===== src/rtl/riscv_pkg.sv =====
// Shared pipeline-control types: hazard FSM states, trap vector and the bundled stall/flush strobes.
// Pure declarations, no logic.
package riscv_pkg;

  typedef enum logic [1:0] {
    HZ_RUN,
    HZ_MEM_WAIT,
    HZ_TRAP
  } hazard_state_e;

  localparam logic [31:0] TRAP_PC_DEFAULT = 32'h0000_0100;

  // One field per pipeline-register control input.
  typedef struct packed {
    logic pc_stall;
    logic if_id_stall;
    logic id_ex_stall;
    logic ex_mem_stall;
    logic if_id_flush;
    logic id_ex_flush;
    logic ex_mem_flush;
    logic mem_wb_flush;
  } hazard_ctrl_t;

endpackage


===== src/rtl/hazard_detect.sv =====
// Load-use compare between the ID source operands and a load sitting in EX.
// Purely combinational, zero latency, no flow control.
module hazard_detect (
  input  logic       ex_valid_i,
  input  logic       ex_mem_read_i,
  input  logic [4:0] ex_rd_addr_i,
  input  logic [4:0] id_rs1_addr_i,
  input  logic [4:0] id_rs2_addr_i,
  input  logic       id_uses_rs1_i,
  input  logic       id_uses_rs2_i,
  output logic       load_use_o
);

  logic rs1_hit;
  logic rs2_hit;

  assign rs1_hit = id_uses_rs1_i & (id_rs1_addr_i == ex_rd_addr_i);
  assign rs2_hit = id_uses_rs2_i & (id_rs2_addr_i == ex_rd_addr_i);

  // x0 is never written, so a load targeting it cannot create a dependency.
  assign load_use_o = ex_valid_i & ex_mem_read_i & (ex_rd_addr_i != 5'd0) & (rs1_hit | rs2_hit);

endmodule


===== src/rtl/pipeline_hazard_ctrl.sv =====
// Pipeline sequencer: stall/flush strobes are combinational from registered FSM state plus inputs;
// redirects land at the next edge; memory wait states stall everything upstream of MEM and time out into a trap.
module pipeline_hazard_ctrl
  import riscv_pkg::*;
#(
  parameter int unsigned MEM_TIMEOUT = 64,
  parameter logic [31:0] TRAP_PC     = TRAP_PC_DEFAULT
) (
  input  logic        clk,
  input  logic        reset,
  input  logic [4:0]  id_rs1_addr,
  input  logic [4:0]  id_rs2_addr,
  input  logic        id_uses_rs1,
  input  logic        id_uses_rs2,
  input  logic        ex_valid,
  input  logic        ex_mem_read,
  input  logic [4:0]  ex_rd_addr,
  input  logic        ex_redirect,
  input  logic [31:0] ex_target_pc,
  input  logic        dmem_req,
  input  logic        dmem_ready,
  output logic        pc_stall,
  output logic        if_id_stall,
  output logic        id_ex_stall,
  output logic        ex_mem_stall,
  output logic        if_id_flush,
  output logic        id_ex_flush,
  output logic        ex_mem_flush,
  output logic        mem_wb_flush,
  output logic        redirect_valid,
  output logic [31:0] redirect_pc,
  output logic        mem_timeout_err,
  output logic [31:0] stall_cnt,
  output logic [31:0] flush_cnt
);

  // Number of stalled cycles (counting the current one) that triggers the trap.
  localparam logic [7:0] WAIT_LIMIT = 8'(MEM_TIMEOUT - 1);

  hazard_state_e state_q, state_d;
  logic [7:0]    wait_cnt_q, wait_cnt_d;
  logic          err_q, err_d;
  logic [31:0]   stall_cnt_q, stall_cnt_d;
  logic [31:0]   flush_cnt_q, flush_cnt_d;

  logic          mem_busy;
  logic          load_use;
  hazard_ctrl_t  ctrl;
  logic          redir_vld;
  logic [31:0]   redir_pc;

  assign mem_busy = dmem_req & ~dmem_ready;

  hazard_detect u_hazard_detect (
    .ex_valid_i    (ex_valid),
    .ex_mem_read_i (ex_mem_read),
    .ex_rd_addr_i  (ex_rd_addr),
    .id_rs1_addr_i (id_rs1_addr),
    .id_rs2_addr_i (id_rs2_addr),
    .id_uses_rs1_i (id_uses_rs1),
    .id_uses_rs2_i (id_uses_rs2),
    .load_use_o    (load_use)
  );

  always_comb begin
    state_d    = state_q;
    wait_cnt_d = wait_cnt_q;
    err_d      = err_q;
    ctrl       = '0;
    redir_vld  = 1'b0;
    redir_pc   = '0;

    unique case (state_q)
      HZ_RUN, HZ_MEM_WAIT: begin
        if (mem_busy) begin
          // Freeze everything up to MEM and bubble WB; a taken branch in EX waits its turn.
          ctrl.pc_stall     = 1'b1;
          ctrl.if_id_stall  = 1'b1;
          ctrl.id_ex_stall  = 1'b1;
          ctrl.ex_mem_stall = 1'b1;
          ctrl.mem_wb_flush = 1'b1;
          wait_cnt_d = (state_q == HZ_RUN) ? 8'd1 : (wait_cnt_q + 8'd1);
          if (wait_cnt_d >= WAIT_LIMIT) begin
            state_d = HZ_TRAP;
            err_d   = 1'b1;
          end else begin
            state_d = HZ_MEM_WAIT;
          end
        end else begin
          state_d    = HZ_RUN;
          wait_cnt_d = 8'd0;
          if (ex_redirect & ex_valid) begin
            redir_vld        = 1'b1;
            redir_pc         = ex_target_pc;
            ctrl.if_id_flush = 1'b1;
            ctrl.id_ex_flush = 1'b1;
          end else if (load_use) begin
            ctrl.pc_stall    = 1'b1;
            ctrl.if_id_stall = 1'b1;
            ctrl.id_ex_flush = 1'b1;
          end
        end
      end
      HZ_TRAP: begin
        ctrl.if_id_flush  = 1'b1;
        ctrl.id_ex_flush  = 1'b1;
        ctrl.ex_mem_flush = 1'b1;
        ctrl.mem_wb_flush = 1'b1;
        redir_vld         = 1'b1;
        redir_pc          = TRAP_PC;
        state_d           = HZ_RUN;
        wait_cnt_d        = 8'd0;
      end
      default: begin
        state_d    = HZ_RUN;
        wait_cnt_d = 8'd0;
      end
    endcase

    if (reset) begin
      ctrl      = '0;
      redir_vld = 1'b0;
      redir_pc  = '0;
    end
  end

  assign stall_cnt_d = stall_cnt_q + {31'd0, ctrl.pc_stall};
  assign flush_cnt_d = flush_cnt_q + {31'd0, ctrl.if_id_flush};

  always_ff @(posedge clk) begin
    if (reset) begin
      state_q     <= HZ_RUN;
      wait_cnt_q  <= 8'd0;
      err_q       <= 1'b0;
      stall_cnt_q <= '0;
      flush_cnt_q <= '0;
    end else begin
      state_q     <= state_d;
      wait_cnt_q  <= wait_cnt_d;
      err_q       <= err_d;
      stall_cnt_q <= stall_cnt_d;
      flush_cnt_q <= flush_cnt_d;
    end
  end

  assign pc_stall        = ctrl.pc_stall;
  assign if_id_stall     = ctrl.if_id_stall;
  assign id_ex_stall     = ctrl.id_ex_stall;
  assign ex_mem_stall    = ctrl.ex_mem_stall;
  assign if_id_flush     = ctrl.if_id_flush;
  assign id_ex_flush     = ctrl.id_ex_flush;
  assign ex_mem_flush    = ctrl.ex_mem_flush;
  assign mem_wb_flush    = ctrl.mem_wb_flush;
  assign redirect_valid  = redir_vld;
  assign redirect_pc     = redir_pc;
  assign mem_timeout_err = err_q;
  assign stall_cnt       = stall_cnt_q;
  assign flush_cnt       = flush_cnt_q;

endmodule


===== config.mk =====
export PLATFORM = sky130hd
export DESIGN_NAME = pipeline_hazard_ctrl
export DESIGN_NICKNAME = d
export VERILOG_FILES = /design/src/rtl/riscv_pkg.sv /design/src/rtl/hazard_detect.sv /design/src/rtl/pipeline_hazard_ctrl.sv
export SDC_FILE = /design/constraint.sdc
export NUM_CORES = 1
export LEC_CHECK = 0
export BUFFER_PORTS_ARGS = -buffer_cell sky130_fd_sc_hd__buf_2
export CORE_MARGIN = 1.5
export CORE_UTILIZATION = 48
export DETAILED_ROUTE_END_ITERATION = 16
export GPL_TIMING_DRIVEN = 0
export PLACE_DENSITY = 0.86
export RECOVER_POWER = 50
export SYNTH_ARGS = -nofsm -noshare
export SYNTH_HDL_FRONTEND = slang
export SYNTH_SLANG_ARGS = --single-unit

===== constraint.sdc =====
create_clock -name clk -period 4.6 [get_ports clk]
set_input_delay 0.92 -clock clk [delete_from_list [all_inputs] [get_ports clk]]
set_output_delay 0.92 -clock clk [all_outputs]
set_load 0.05 [all_outputs]

Yosys cells after proc, flatten, opt, wreduce, memory -nomap -nowiden --
Index checks and enable logic that the tools add are counted.
Storage, ports and cells: register bits 75, word-level logic and storage cells 52
Operators by class: add/subtract/negate cells 3, $lt $le $gt $ge 1, equality and inequality tests 4, muxes and demuxes 23, bitwise gates (word level) 11, reductions and logical operators 5
Operators with widths (number):
- $mux 32 | 3
- $add 32x1->32 | 2
- $pmux 32 s2 | 1
- $mux 8 | 2
- $mux 2 | 6
- $eq 5x5->1 | 2
- $add 8x1->8 const B | 1
- $ge 8x6->1 const B | 1
- $and 1x1->1 | 7
- $mux 1 | 7
- $reduce_bool 5->1 | 1
- $mux 4 | 1
- $pmux 1 s2 | 2
- $pmux 2 s2 | 1
- $not 1->1 | 3
- $reduce_and 3->1 | 1
- $reduce_or 3->1 | 1
- $eq 2x1->1 const B | 1
- $eq 2x2->1 const B | 1
- $logic_not 2->1 | 1
- $reduce_or 2->1 | 1
- $or 1x1->1 | 1

Logic depth before layout (Yosys ltp) --
depth after elaboration 10, depth in mapped cells 11, gate-level depth less buffers 10

By module --
From an unflattened synthesis, not the netlist that was laid out.
Second synthesis, totals: cells, all modules 458, area, all modules 3880.0 µm²
Modules (own cells, without submodules):
- pipeline_hazard_ctrl | instances 1, cells each 441, area each 3744.8 µm², sequential area each 1501.4 µm²
- hazard_detect | instances 1, cells each 17, area each 135.1 µm², sequential area each 0.0 µm²

Worst setup path after synthesis --
OpenSTA, ideal clock, no wires.
path type input to register, start input port ex_rd_addr[3], end register stall_cnt_q[28] (netlist: stall_cnt[28]), setup time 71 ps, arrival time 4677 ps, data required time 4529 ps, slack -148 ps, stages 11, buffers on the path 1, cells stage by stage xor2_1 -> nor4_1 -> a32oi_1 -> o21ai_0 -> ha_1 -> ha_1 -> nand4_1 -> or4_1 -> clkbuf_1 -> or4_1 -> a21oi_1
On the way: cells in the longest elaborated chain, start to end 10, elaborated cells between the ends (all ways) 14
RTL lines:
- from (decl) | line pipeline_hazard_ctrl.sv:17 | input logic [4:0] ex_rd_addr,
- $eq 5x5->1 (on tied branches) | line hazard_detect.sv:17, hazard_detect.sv:18
- $and 1x1->1 (on tied branches) | line hazard_detect.sv:17, hazard_detect.sv:18
- $or 1x1->1 | line hazard_detect.sv:21 | assign load_use_o = ex_valid_i & ex_mem_read_i & (ex_rd_addr_i != 5'd0) & (rs1_hit | rs2_hit);
- $and 1x1->1 * | line hazard_detect.sv:21
- $mux 2 * | line pipeline_hazard_ctrl.sv:97 | end else if (load_use) begin
- $mux 2 * | line pipeline_hazard_ctrl.sv:92 | if (ex_redirect & ex_valid) begin
- $mux 2 * | line pipeline_hazard_ctrl.sv:75 | if (mem_busy) begin
- $mux 4 * | line pipeline_hazard_ctrl.sv:73 | unique case (state_q)
- $mux 8 * | line pipeline_hazard_ctrl.sv:120 | if (reset) begin
- $add 32x1->32 * | line pipeline_hazard_ctrl.sv:127 | assign stall_cnt_d = stall_cnt_q + {31'd0, ctrl.pc_stall};
- to (signal assigned) | line pipeline_hazard_ctrl.sv:141 | stall_cnt_q <= stall_cnt_d;
- to (decl) | line pipeline_hazard_ctrl.sv:43 | logic [31:0] stall_cnt_q, stall_cnt_d;
Mark *: on every way between the ends. The rest lies on a longest branch, timed or not. A chain may end at the register's enable or synchronous reset.

Worst setup path in the final report --
start input port reset, end register stall_cnt_q[28] (netlist: stall_cnt[28])
On the way: cells in the longest elaborated chain, start to end 2
RTL lines:
- from (decl) | line pipeline_hazard_ctrl.sv:10 | input logic reset,
- $mux 8 | line pipeline_hazard_ctrl.sv:120
- $add 32x1->32 | line pipeline_hazard_ctrl.sv:127
Parallel ways exist; a longest one is shown, timed or not.

==> qor.yml <==
synth_most_common_cell: "dfxtp_1"
wl_met1_um: 4620
period_share: 0.871
ys_top_cells_by_area: "dfxtp_1 (38%), and2_1 (5.7%), xor2_1 (4.9%)"
tns_ps: 0
grt_first_pass_wirelength_um: 17600
hp-class: "reg -> reg"
coreArea_sq_um: 7810
routed-wl-met3_um: 480
finalClockSkew_ps: 4.88
cts_setup_buffers: 0
grt_pass1_vias: 3842
syn_inst: 469
total_power_mw: 1.26
finish.instance_area_sq_um: 4960
grt_antenna_before_repair: 0
fin_nets: 702
rsz0062_at_grt: "false"
synth_area_leader_cell: "dfxtp_1"
die_area_sq_um: 8710
synth_edf_count: 0
netlist.area_leader.share: 0.383
worstHoldPathCells: 2
antenna_cells: 0
cts_tree: "built"
die_w_um: 93.3
cts.path.max_buffers: 2
synth_area_sq_um: 3920
clk_pin_slew_worst_paths_ps: 70
hpwlAfterDp_um: 8820
ctsResizeCount: 0
synth_cell_types: 43
p_per_area_nw_per_um2: 255
htreeDepth: 3
avgViaCountPerCell: 5.57
vias: 4163
setup_viol: 0
wl_met2_um: 5680
rows: 32
area_delta_synth_final_pct: 26.5
peakVddDrop_v: 0.000116
routedWlPerCell_um: 15.1
layout-drive-gt1-share: 0.200
synth_top_flop_cell: "dfxtp_1"
critPathMaxFanout: 10
place_congestion: 0.950
endpoint_kind: "flip-flop"
place_area_sq_um: 4850
tightest_slew_ps: 649
numCtsBuffers: 9
drv_cap: 0
top_layer: "met4"
criticalPathCategory: "in -> reg"
die_height_um: 93.3
fin_crit_ps: 4010
relSlewSlack: 0.570
start_util: 0.502
grt_overflow: 0
fmax_mhz: 250
syn-num-nets: 530
leakage_nw: 1.83
syn_area_per_cell_sq_um: 8.35
dr.pass1.iters: 4
cts_sinks: 75
io_buffer_count: 161
grt_usage: 0.258
clk_latency_ps: 340
hold_viol_final: 0
synth_commonest_cells: "dfxtp_1 (75), nor2_1 (40), and2_1 (36)"
cts_root_buf: "clkbuf_8"
drt_iter0_markers: 173
crit_arrival_ps: 4280
drc_errors: 0
grt_max_degree: 12
pin_count: 162
routed_wl_um: 11300
reg2reg_depth: 10
ys_seq_area_frac: 0.383
drv_slew: 0
synth-seq-cells: 75
yosysWarnings: 0
hold_buffers: 0
outcome: "finished, final reports clean"
cp.required_ps: 4870
cp-start-kind: "input port"
async_flop_share: 0
fin_util: 0.635
ant_nets: 0
[state kept, by name, summed over array words and instances, names as in the netlist]
name	count
flush_cnt	32
stall_cnt	32
wait_cnt_q	8
state_q	2
mem_timeout_err	1
[metal layers]
metal / global-route usage / vias to the layer above
met1: 0.291 / 1954
met2: 0.454 / 142
met5: 0 / -
met3: 0.0276 / 39
met4: 0.172 / 0
li1: - / 2028
[critical path, cell delays in order]
cell and delay [ps]:
clkbuf_1 170, clkbuf_1 290, nor3_1 230, o211ai_1 100
o21ai_0 450, ha_1 320, ha_1 250, nand4_1 200
or4_1 510, clkbuf_1 190, or4_1 490, a21oi_1 160
[per-stage QoR]
stage / setup slack, ps / hold slack [ps] / cells
2_1_floorplan: 200 / 451 / 469
3_3_place_gp: 491 / 466 / 732
3_5_place_dp: 439 / 467 / 732
4_1_cts: 793 / 482 / 748
5_1_grt: 356 / 510 / 748
6_report: 593 / 483 / 748
[path summary, 6_finish.rpt]
path                            slack, ps                        to                startpoint
worst min-delay path                  480  flush_cnt[31]$_SDFF_PP0_  flush_cnt[31]$_SDFF_PP0_
worst min register to register        480  flush_cnt[31]$_SDFF_PP0_  flush_cnt[31]$_SDFF_PP0_
worst max-delay path                  590  stall_cnt[28]$_SDFF_PP0_                     reset
worst max register to register       1300  stall_cnt[28]$_SDFF_PP0_     state_q[1]$_SDFF_PN0_
[power by group]
group          switching [mW]  internal [mW]  total, mW
sequential            0.00160          0.651      0.652
clock                   0.227          0.266      0.493
combinational          0.0774         0.0385      0.116
total                   0.306          0.955       1.26
[placed cells by master (no fill, tap or decap), drive strengths merged, types with 2 or more instances in the layout]
master and n:
o21ai 14, nand4 15, and4 6, mux2 6
dfxtp 75, inv 11, o2111ai 2, or2 6
or4 22, buf 103, and2 37, nand2 24
or4b 3, nor2 40, clkbuf 97, and3 3
o31ai 16, nand2b 2, a21oi 34, ha 5
xor2 22, nor2b 12, or3 13, nand3 26
nor4 13, xnor2 18, nor3 8, o41ai 3
[layout make-up]
| type | count | area [sq um] |
|---|---|---|
| Fill cell | 695 | 2850 |
| Multi-Input combinational cell | 358 | 2250 |
| Sequential cell | 75 | 1500 |
| Timing Repair Buffer | 161 | 723 |
| Clock buffer | 14 | 153 |
| Tap cell | 102 | 128 |
| Buffer | 25 | 120 |
| Inverter | 11 | 41.3 |
| Clock inverter | 2 | 35.0 |
[kinds of logic after synthesis]
| family | Yosys count | share of synthesized area |
|---|---|---|
| flops | 75 | 0.383 |
| buf+inv | 36 | 0.0412 |
| mux | 6 | 0.0172 |
| xor+xnor | 40 | 0.0894 |
| fa+ha+maj | 5 | 0.0160 |
| simple gates | 231 | 0.336 |
| compound gates | 76 | 0.117 |
Power figures use the tool's default switching activity.
